## src/rtl/seg_scan_ctrl_pkg.sv

```systemverilog
// Shared display definitions for the 4-digit seven-segment scan controller.
// Holds the scan state encoding, dark-output constants and the leading-zero helper.
package seg_scan_ctrl_pkg;

   typedef enum logic [1:0] {
      ST_OFF = 2'd0,
      ST_GAP = 2'd1,
      ST_ON  = 2'd2
   } scan_state_e;

   localparam logic [6:0] SEG_BLANK = 7'h7F;
   localparam logic [3:0] AN_OFF    = 4'hF;

   // Digit idx is a leading zero when it and every digit above it are zero.
   // Digit 0 always shows, so a zero value still displays as a single "0".
   function automatic logic lz_blank(input logic [15:0] disp, input logic [1:0] idx);
      logic blank;
      blank = 1'b0;
      case (idx)
         2'd3:    blank = (disp[15:12] == 4'h0);
         2'd2:    blank = (disp[15:8]  == 8'h00);
         2'd1:    blank = (disp[15:4]  == 12'h000);
         default: blank = 1'b0;
      endcase
      return blank;
   endfunction

endpackage

```

## src/rtl/seg_scan_ctrl_x7seg.sv

```systemverilog
// Hex digit to seven-segment decoder; outputs are active-low, ordered g..a.
module x7seg (
   input  logic [3:0] hex,
   output logic [6:0] seg
);

   always_comb begin
      seg = 7'h7F;
      case (hex)
         4'h0: seg = 7'h40;
         4'h1: seg = 7'h79;
         4'h2: seg = 7'h24;
         4'h3: seg = 7'h30;
         4'h4: seg = 7'h19;
         4'h5: seg = 7'h12;
         4'h6: seg = 7'h02;
         4'h7: seg = 7'h78;
         4'h8: seg = 7'h00;
         4'h9: seg = 7'h10;
         4'hA: seg = 7'h08;
         4'hB: seg = 7'h03;
         4'hC: seg = 7'h46;
         4'hD: seg = 7'h21;
         4'hE: seg = 7'h06;
         4'hF: seg = 7'h0E;
         default: seg = 7'h7F;
      endcase
   end

endmodule

```

## src/rtl/seg_scan_ctrl.sv

```systemverilog
// Four-digit multiplexed seven-segment scan controller with a blanking gap per
// slot, frame-synchronous data commit and optional leading-zero suppression.
//
//   state | meaning
//   OFF   | scan disabled, display dark, prescaler and digit index held at 0
//   GAP   | anodes off for GAP_CYC cycles while segments settle on the new digit
//   ON    | anode idx driven for CLK_DIV-GAP_CYC cycles
module seg_scan_ctrl
   import seg_scan_ctrl_pkg::*;
#(
   parameter int CLK_DIV = 50000,
   parameter int GAP_CYC = 16
) (
   input  logic        clk,
   input  logic        clr,
   input  logic        en,
   input  logic [15:0] data_in,
   input  logic        load,
   input  logic        lz_en,
   input  logic [3:0]  dp_in,
   output logic [3:0]  an,
   output logic [6:0]  a_to_g,
   output logic        dp,
   output logic        ack,
   output logic        busy
);

   localparam int PW = (CLK_DIV > 1) ? $clog2(CLK_DIV) : 1;
   localparam logic [PW-1:0] GAP_LAST  = PW'(GAP_CYC - 1);
   localparam logic [PW-1:0] SLOT_LAST = PW'(CLK_DIV - 1);

   scan_state_e   state_q, state_d;
   logic [PW-1:0] presc_q, presc_d;
   logic [1:0]    idx_q, idx_d;
   logic [15:0]   pend_q, pend_d;
   logic [15:0]   disp_q, disp_d;
   logic          busy_q, busy_d;
   logic          ack_q, ack_d;
   logic [3:0]    an_q, an_d;
   logic [6:0]    seg_q, seg_d;
   logic          dp_q, dp_d;
   logic          frame_start;
   logic [3:0]    digit_sel;
   logic [6:0]    seg_raw;

   always_ff @(posedge clk or posedge clr) begin
      if (clr) begin
         state_q <= ST_OFF;
         presc_q <= '0;
         idx_q   <= 2'd0;
         pend_q  <= 16'h0000;
         disp_q  <= 16'h0000;
         busy_q  <= 1'b0;
         ack_q   <= 1'b0;
         an_q    <= AN_OFF;
         seg_q   <= SEG_BLANK;
         dp_q    <= 1'b1;
      end else begin
         state_q <= state_d;
         presc_q <= presc_d;
         idx_q   <= idx_d;
         pend_q  <= pend_d;
         disp_q  <= disp_d;
         busy_q  <= busy_d;
         ack_q   <= ack_d;
         an_q    <= an_d;
         seg_q   <= seg_d;
         dp_q    <= dp_d;
      end
   end

   always_comb begin
      state_d     = state_q;
      presc_d     = presc_q;
      idx_d       = idx_q;
      frame_start = 1'b0;
      if (!en) begin
         state_d = ST_OFF;
         presc_d = '0;
         idx_d   = 2'd0;
      end else begin
         case (state_q)
            ST_OFF: begin
               state_d     = ST_GAP;
               presc_d     = '0;
               idx_d       = 2'd0;
               frame_start = 1'b1;
            end
            ST_GAP: begin
               presc_d = presc_q + PW'(1);
               if (presc_q == GAP_LAST) state_d = ST_ON;
            end
            ST_ON: begin
               if (presc_q == SLOT_LAST) begin
                  presc_d     = '0;
                  idx_d       = idx_q + 2'd1;
                  state_d     = ST_GAP;
                  frame_start = (idx_q == 2'd3);
               end else begin
                  presc_d = presc_q + PW'(1);
               end
            end
            default: begin
               state_d = ST_OFF;
               presc_d = '0;
               idx_d   = 2'd0;
            end
         endcase
      end
   end

   // A load landing on the frame boundary still lets the older value commit;
   // the new value then waits a full frame.
   always_comb begin
      pend_d = pend_q;
      disp_d = disp_q;
      busy_d = busy_q;
      ack_d  = 1'b0;
      if (frame_start && busy_q) begin
         disp_d = pend_q;
         busy_d = 1'b0;
         ack_d  = 1'b1;
      end
      if (load) begin
         pend_d = data_in;
         busy_d = 1'b1;
      end
   end

   assign digit_sel = disp_d[{idx_d, 2'b00} +: 4];

   x7seg u_x7seg (
      .hex (digit_sel),
      .seg (seg_raw)
   );

   always_comb begin
      an_d  = AN_OFF;
      seg_d = SEG_BLANK;
      dp_d  = 1'b1;
      if (state_d != ST_OFF) begin
         seg_d = (lz_en && lz_blank(disp_d, idx_d)) ? SEG_BLANK : seg_raw;
         dp_d  = ~dp_in[idx_d];
      end
      if (state_d == ST_ON) an_d = ~(4'b0001 << idx_d);
   end

   assign an     = an_q;
   assign a_to_g = seg_q;
   assign dp     = dp_q;
   assign ack    = ack_q;
   assign busy   = busy_q;

endmodule
```

## config.mk

```make
export PLATFORM = sky130hd
export DESIGN_NAME = seg_scan_ctrl
export DESIGN_NICKNAME = d
export VERILOG_FILES = /design/src/rtl/seg_scan_ctrl_pkg.sv /design/src/rtl/seg_scan_ctrl_x7seg.sv /design/src/rtl/seg_scan_ctrl.sv
export SDC_FILE = /design/constraint.sdc
export NUM_CORES = 1
export LEC_CHECK = 0
export BUFFER_PORTS_ARGS = -buffer_cell sky130_fd_sc_hd__buf_2
export CORE_MARGIN = 10
export CORE_UTILIZATION = 58
export DETAILED_ROUTE_END_ITERATION = 7
export GPL_ROUTABILITY_DRIVEN = 0
export HOLD_SLACK_MARGIN = 0.08
export PLACE_DENSITY = 0.86
export SETUP_SLACK_MARGIN = 0.05
export SKIP_CTS_REPAIR_TIMING = 1
export SLEW_MARGIN = 20
export SYNTH_ARGS = -nofsm -noshare
export SYNTH_HDL_FRONTEND = slang
export SYNTH_HIERARCHICAL = 1
export SYNTH_SLANG_ARGS = --single-unit
```

## constraint.sdc

```tcl
create_clock -name clk -period 4.3 [get_ports clk]
set_clock_uncertainty 0.05 [all_clocks]
set_input_delay 0.645 -clock clk [delete_from_list [all_inputs] [get_ports clk]]
set_output_delay 0.645 -clock clk [all_outputs]
set_load 0.02 [all_outputs]
```

==> run metrics, run 1 <==
dpl cell area 3670 sq um; Net Count, Synth 335; WS Path Type reg2reg; switching share of total power 26.8%; Synth Area in Adders 4.76%; final WL 6670 um; CP endpoint kind flop; Total Nets Final 377; WL per Instance 16.0 um; post-synthesis mux area share 17.2%; WP data required 4.51 ns; row cnt 27; fmax 0.273 GHz; Synth Instances 297; Pint 1.25 mW; total global-route track usage 14.5%; leakage power 1.70 nW; Inst Count DP 400; Worst-Margin Slew 0.776 ns; IO buf count 38; post-synthesis xor/xnor area fraction 3.84%; Synth top area share 39.5%; VDD IR max 0.000335 V; class of the worst hold path in2async; CORE AREA 5610 sq um; initial core utilization 61.0%; top_reg_cell synth dfrtp_1; pin count of the biggest net entering global routing 40; most frequent cell after synthesis dfrtp_1; Max Root-Sink Buffers 2; die height 96.8 um; fin util 70.0%; total gr overflow 0; status finished, final reports clean; remaining antenna violation count 0; IO Pins 39; vias 2337; logic gate share of total power 19.2%; Setup TNS 0 ns; vias in the first global route 2470; First DRT Iteration DRCs 148; Worst Path Arrival 3.87 ns; CTS buffer count 9; clk slew on worst S/H paths 0.07 ns; count of warnings emitted by yosys 6; vias per std cell 5.62; sequence of cells on the critical path nor4_4 -> and4_1 -> mux2i_1 -> nor2b_1 -> buf_4 -> inv_4 -> mux2i_1 -> mux2i_1 -> inv_1 -> ha_1 -> inv_1 -> mux4_1 -> a211oi_1 -> o21ai_1; Commonest cells post-synth dfrtp_1, mux2_2, nor2_1, mux2i_1, ha_1; Simple-Gate Fraction of Synth Area 14.1%; CTS tree done; synth-to-layout area growth 14.7%; R2R Setup Slk 0.64 ns; drt pass-1 iters 4; RR Startpoint presc_q[7]$_DFF_PP0_; die area 9370 sq um; ant diodes 0; Yosys top cell by area dfrtp_1; maxcap violations 0; Mapped Avg Cell Area 11.5 sq um; Reg power frac 43.0%; share of cells above drive strength 1 33.4%; final instance area 3920 sq um; WP buf/inv 4; Crit Path Max Fanout 9; pwr dens 436 nW/um^2; Slew Viols, Final 0; Netlist cell types 49; fin crit share 85.2%; Seq cells post-synth 66; number of flops mapped to enable cells by yosys 0; Die X-Extent 96.8 um; Final min period 3.66 ns; main combinational cell family by area after synthesis multiplexers; switching pwr 0.459 mW; initial antenna violation count 0; Final Non-Filler Cells 416; asr flop ratio synth 100%; worst reg2reg path depth 14; hpwl dp 5130 um; Final Setup Violations 0; final hold viol count 0; Post-Syn Area 3420 sq um; Top delay family on crit path multiplexers; Compound-Gate Fraction of Synth Area 7.94%; CP peak stage delay 0.47 ns; H-tree depth 3; Num Clock Sinks 66; synth top area cells dfrtp_1, mux2_2, dfstp_2, mux2i_1, ha_1; first-pass GRT wire length 11700 um; RSZ-0062 raised after global routing false; latest clock arrival within the worst-skew pair 0.35 ns; clock network power share 37.7%; worst relative slew slack 48.2%; sequential share of the synthesized area 48.7%; Pwr Total 1.71 mW; CTS root buffer clkbuf_8; CP startpoint kind flop; cell mode on critical path mux2i_1; critical path's slowest cell mux4_1; RR Endpoint a_to_g[3]$_DFF_PP1_; DRC errors left 0
==> kinds of logic after synthesis <==
family / count (synthesis)
AOI/OAI and AO/OA: 39
xor gates and xnor gates: 15
adders and majority gates: 13
buffers and inverters: 24
DFF: 66
muxes: 53
and+or+nand+nor: 87
==> metal layers <==
layer | vias up | GRT usage, % | share of wire [%]
li1 | 1150 | - | -
met1 | 1118 | 18.6 | 47
met2 | 55 | 22.7 | 47
met3 | 14 | 4.05 | 4.7
met4 | 0 | 5.64 | 1.5
met5 | - | 0 | 0
==> final cells by class <==
| type | count | area (sq um) |
|---|---|---|
| clock inverter | 6 | 114 |
| sequential | 66 | 1670 |
| multi-input combinational | 207 | 1640 |
| fill | 416 | 1680 |
| timing repair buffer | 44 | 235 |
| clock buffer | 10 | 138 |
| inverter | 11 | 43.8 |
| tap | 72 | 90.1 |
==> cells in the final DEF, fill, tap and decap left out, types with 10 or more instances in the layout <==
cell      synthesis  routed
and3_1           10      10
buf_2             4      38
clkbuf_8          0      10
dfrtp_1          54      54
dfstp_2          12      12
ha_1             13      13
mux2_2           33      33
mux2i_1          19      19
nand2_1          12      12
nand3_1          11      11
nor2_1           25      25
==> through the flow <==
stage                     hold slack [ns]  setup WS [ns]
after detailed placement            0.401          0.644
after global routing                0.424          0.256
after global placement              0.385          0.770
after CTS                           0.401          0.634
after floorplan                     0.375          0.893
final                               0.385          0.635
==> sequential cells by signal, indices dropped and copies added (netlist names) <==
signal / flops
ack: 1
disp_q: 16
a_to_g: 7
busy: 1
an: 4
pend_q: 16
state_q: 2
presc_q: 16
dp: 1
idx_q: 2
==> power groups by stage <==
| stage | registers (mW) | logic, mW | clock network (mW) |
|---|---|---|---|
| after floorplan | 0.760 | 0.222 | 0 |
| after global placement | 0.744 | 0.320 | 0 |
| after detailed placement | 0.748 | 0.329 | 0 |
| after CTS | 0.737 | 0.331 | 0.655 |
| after global routing | 0.746 | 0.366 | 0.683 |
| final | 0.737 | 0.329 | 0.645 |
==> how the worst max path moves through the flow <==
stage                     cells past startpoint                   to                  start  slack [ns]
final                                        14  a_to_g[3]$_DFF_PP1_   presc_q[7]$_DFF_PP0_        0.64
after CTS                                    14  a_to_g[3]$_DFF_PP1_   presc_q[7]$_DFF_PP0_        0.63
after floorplan                              15  a_to_g[3]$_DFF_PP1_                     en        0.89
after detailed placement                     14  a_to_g[3]$_DFF_PP1_   presc_q[7]$_DFF_PP0_        0.64
after global placement                       13  a_to_g[3]$_DFF_PP1_   presc_q[7]$_DFF_PP0_        0.77
after global routing                         13  a_to_g[3]$_DFF_PP1_  presc_q[11]$_DFF_PP0_        0.26
No activity file was read; power rests on OpenSTA's default activity.
==> inputs of run 2 (changes only) <==
--- a/config.mk
+++ b/config.mk
@@ -5,10 +5,10 @@
 export SDC_FILE = /design/constraint.sdc
 export NUM_CORES = 1
 export LEC_CHECK = 0
-export BUFFER_PORTS_ARGS = -buffer_cell sky130_fd_sc_hd__buf_2
 export CORE_MARGIN = 10
-export CORE_UTILIZATION = 58
+export CORE_UTILIZATION = 63
 export DETAILED_ROUTE_END_ITERATION = 7
+export DONT_BUFFER_PORTS = 1
 export GPL_ROUTABILITY_DRIVEN = 0
 export HOLD_SLACK_MARGIN = 0.08
 export PLACE_DENSITY = 0.86
==> run 2 against run 1 <==
Clock-buffer cell count grew 1. Critical endpoint unchanged. Critical path type unchanged. Critical path depth up 2. Highest routed layer unchanged. Maximum frequency fell by 3.7%. Sequential share of layout area rose by 2.7 points. First-iteration DRC count down 14%. Global-route usage rose by 1.8 points.
==> run metrics, run 2 (synthesized netlist as in run 1, its figures left out) <==
switching pwr 0.450 mW (-2.0%); CTS root buffer clkbuf_8; total global-route track usage 16.3% (+1.8 points); Top delay family on crit path multiplexers; commonest non-fill, non-tap cells in the layout dfrtp_1, mux2_2, nor2_1; WP data required 4.50 ns (about the same); die height 93.7 um (-3.2%); WHS 0.214 ns (-0.171 ns); row cnt 26 (-3.7%); drt pass-1 iters 4 (unchanged); IO buf count 0 (-100%); final instance area 3690 sq um (-6.1%); fin crit share 88.5% (+3.3 points); Num Clock Sinks 66 (unchanged); Setup TNS 0 ns (unchanged); Max Root-Sink Buffers 2 (unchanged); maxcap violations 0 (unchanged); First DRT Iteration DRCs 128 (-14%); clk slew on worst S/H paths 0.08 ns (about the same); critical path's slowest cell dfrtp_1; total gr overflow 0 (unchanged); die area 8780 sq um (-6.3%); Worst Path Arrival 4.01 ns (+0.14 ns); pwr dens 429 nW/um^2 (-1.6%); final WL 6630 um (-0.57%); initial antenna violation count 0 (unchanged); vias in the first global route 2271 (-8.1%); logic gate share of total power 17.1% (-2.1 points); VDD IR max 0.000269 V (-20%); CP peak stage delay 0.47 ns (about the same); hpwl dp 4940 um (-3.7%); fin util 71.3% (+1.3 points); CP startpoint kind flop; vias 2227 (-4.7%); Crit Path Max Fanout 9 (unchanged); IO Pins 39 (unchanged); ant diodes 0 (unchanged); share of cells above drive strength 1 24.9% (-8.5 points); Slew Viols, Final 0 (unchanged); switching share of total power 28.4% (+1.6 points); Worst-Margin Slew 0.663 ns (-0.113 ns); final setup margin 0.493 ns (-0.142 ns); first-pass GRT wire length 11200 um (-4.4%); WS Path Type reg2reg; Total Nets Final 338 (-10%); class of the worst hold path in2async; WP buf/inv 5 (+1); DRC errors left 0 (unchanged); Reg power frac 48.2% (+5.2 points); Sequential Area 1670 sq um (unchanged); Pint 1.13 mW (-9.6%); sequence of cells on the critical path inv_1 -> ha_1 -> and3_1 -> nand2_1 -> mux2i_1 -> nor2b_1 -> buf_4 -> inv_4 -> mux2i_1 -> mux2i_1 -> inv_1 -> ha_1 -> inv_1 -> mux4_1 -> a211oi_1 -> o21ai_1; initial core utilization 66.1% (+5.1 points); synth-to-layout area growth 7.79%; CTS tree done; latest clock arrival within the worst-skew pair 0.35 ns (about the same); clock network power share 34.7% (-3.0 points); leakage power 1.54 nW (-9.3%); Die X-Extent 93.7 um (-3.2%); RSZ-0062 raised after global routing false; WL per Instance 17.7 um (+10%); pre-CTS WS 0.529 ns (-0.115 ns); CORE AREA 5170 sq um (-7.8%); final hold viol count 0 (unchanged); pin count of the biggest net entering global routing 35 (-13%); largest registers disp_q: 16 flops, pend_q: 16 flops, presc_q: 16 flops; CTS buffer count 9 (unchanged); area of the multi-input gates 1640 sq um (unchanged); fillers 354 (-15%); vias per std cell 5.94 (+5.7%); remaining antenna violation count 0 (unchanged); Final Setup Violations 0 (unchanged); H-tree depth 3 (unchanged); CP endpoint kind flop; Final min period 3.81 ns (+0.142 ns); most common cell after layout, fill and taps aside dfrtp_1; worst relative slew slack 54.5% (+6.3 points); dpl cell area 3470 sq um (-5.5%); fmax 0.263 GHz (-3.7%); status finished, final reports clean
## run 2: changes by cell type in the layout (fill, tap and decap cells not counted)
cell,change
bufinv_16,-2
clkbuf_8,+1
buf_4,-1
buf_2,-38
clkinv_4,+1
## run 2: worst reg2reg max path, stage by stage (launching register included)
cell and delay, ns:
dfrtp_1 0.47, inv_1 0.11, ha_1 0.37, and3_1 0.20, nand2_1 0.07, mux2i_1 0.16
nor2b_1 0.07, buf_4 0.17, inv_4 0.12, mux2i_1 0.09, mux2i_1 0.46, inv_1 0.20
ha_1 0.32, inv_1 0.05, mux4_1 0.47, a211oi_1 0.24, o21ai_1 0.10
## run 2: per-stage QoR
step                      std cells  power [mW]
after floorplan                 297       0.982
after global placement          359        1.03
after detailed placement        359        1.04
after CTS                       375        1.60
after global routing            375        1.66
final                           375        1.58
## run 2: area by class of cell
| class | instances | share of cell area (%) |
|---|---|---|
| timing repair buffer | 5 | 1.02 |
| clock inverter | 5 | 1.70 |
| tap | 70 | 2.38 |
| clock buffer | 11 | 4.11 |
| multi-input combinational | 207 | 44.4 |
| sequential | 66 | 45.2 |
| inverter | 11 | 1.19 |
## run 2: path summary, 6_finish.rpt
check	start	to	slack, ns	depth (start not counted)
max	state_q[0]$_DFF_PP0_	a_to_g[3]$_DFF_PP1_	0.49	16
min	clr	pend_q[0]$_DFFE_PP0P_	0.21	1
max reg2reg	state_q[0]$_DFF_PP0_	a_to_g[3]$_DFF_PP1_	0.49	16
min reg2reg	presc_q[0]$_DFF_PP0_	presc_q[0]$_DFF_PP0_	0.40	1
max in group asynchronous	clr	dp$_DFF_PP1_	3.07	2
min in group clk	load	busy$_DFFE_PP0P_	0.35	1
## run 2: layer usage
layer  vias up  wire, um  share of wire [%]  GRT usage (%)
met5         -         0                  0              0
met4         0       121                1.8           7.09
met3         9       418                6.3           7.03
met2        54      3090                 47           24.2
met1      1094      3000                 45           20.3
li1       1070         -                  -              -
## run 2: power by group through the flow
stage / sequential [mW] / combinational, mW / clock [mW]
6_report: 0.762 / 0.270 / 0.549
5_1_grt: 0.771 / 0.305 / 0.585
4_1_cts: 0.764 / 0.271 / 0.562
3_5_place_dp: 0.775 / 0.270 / 0
3_3_place_gp: 0.771 / 0.262 / 0
2_1_floorplan: 0.760 / 0.222 / 0
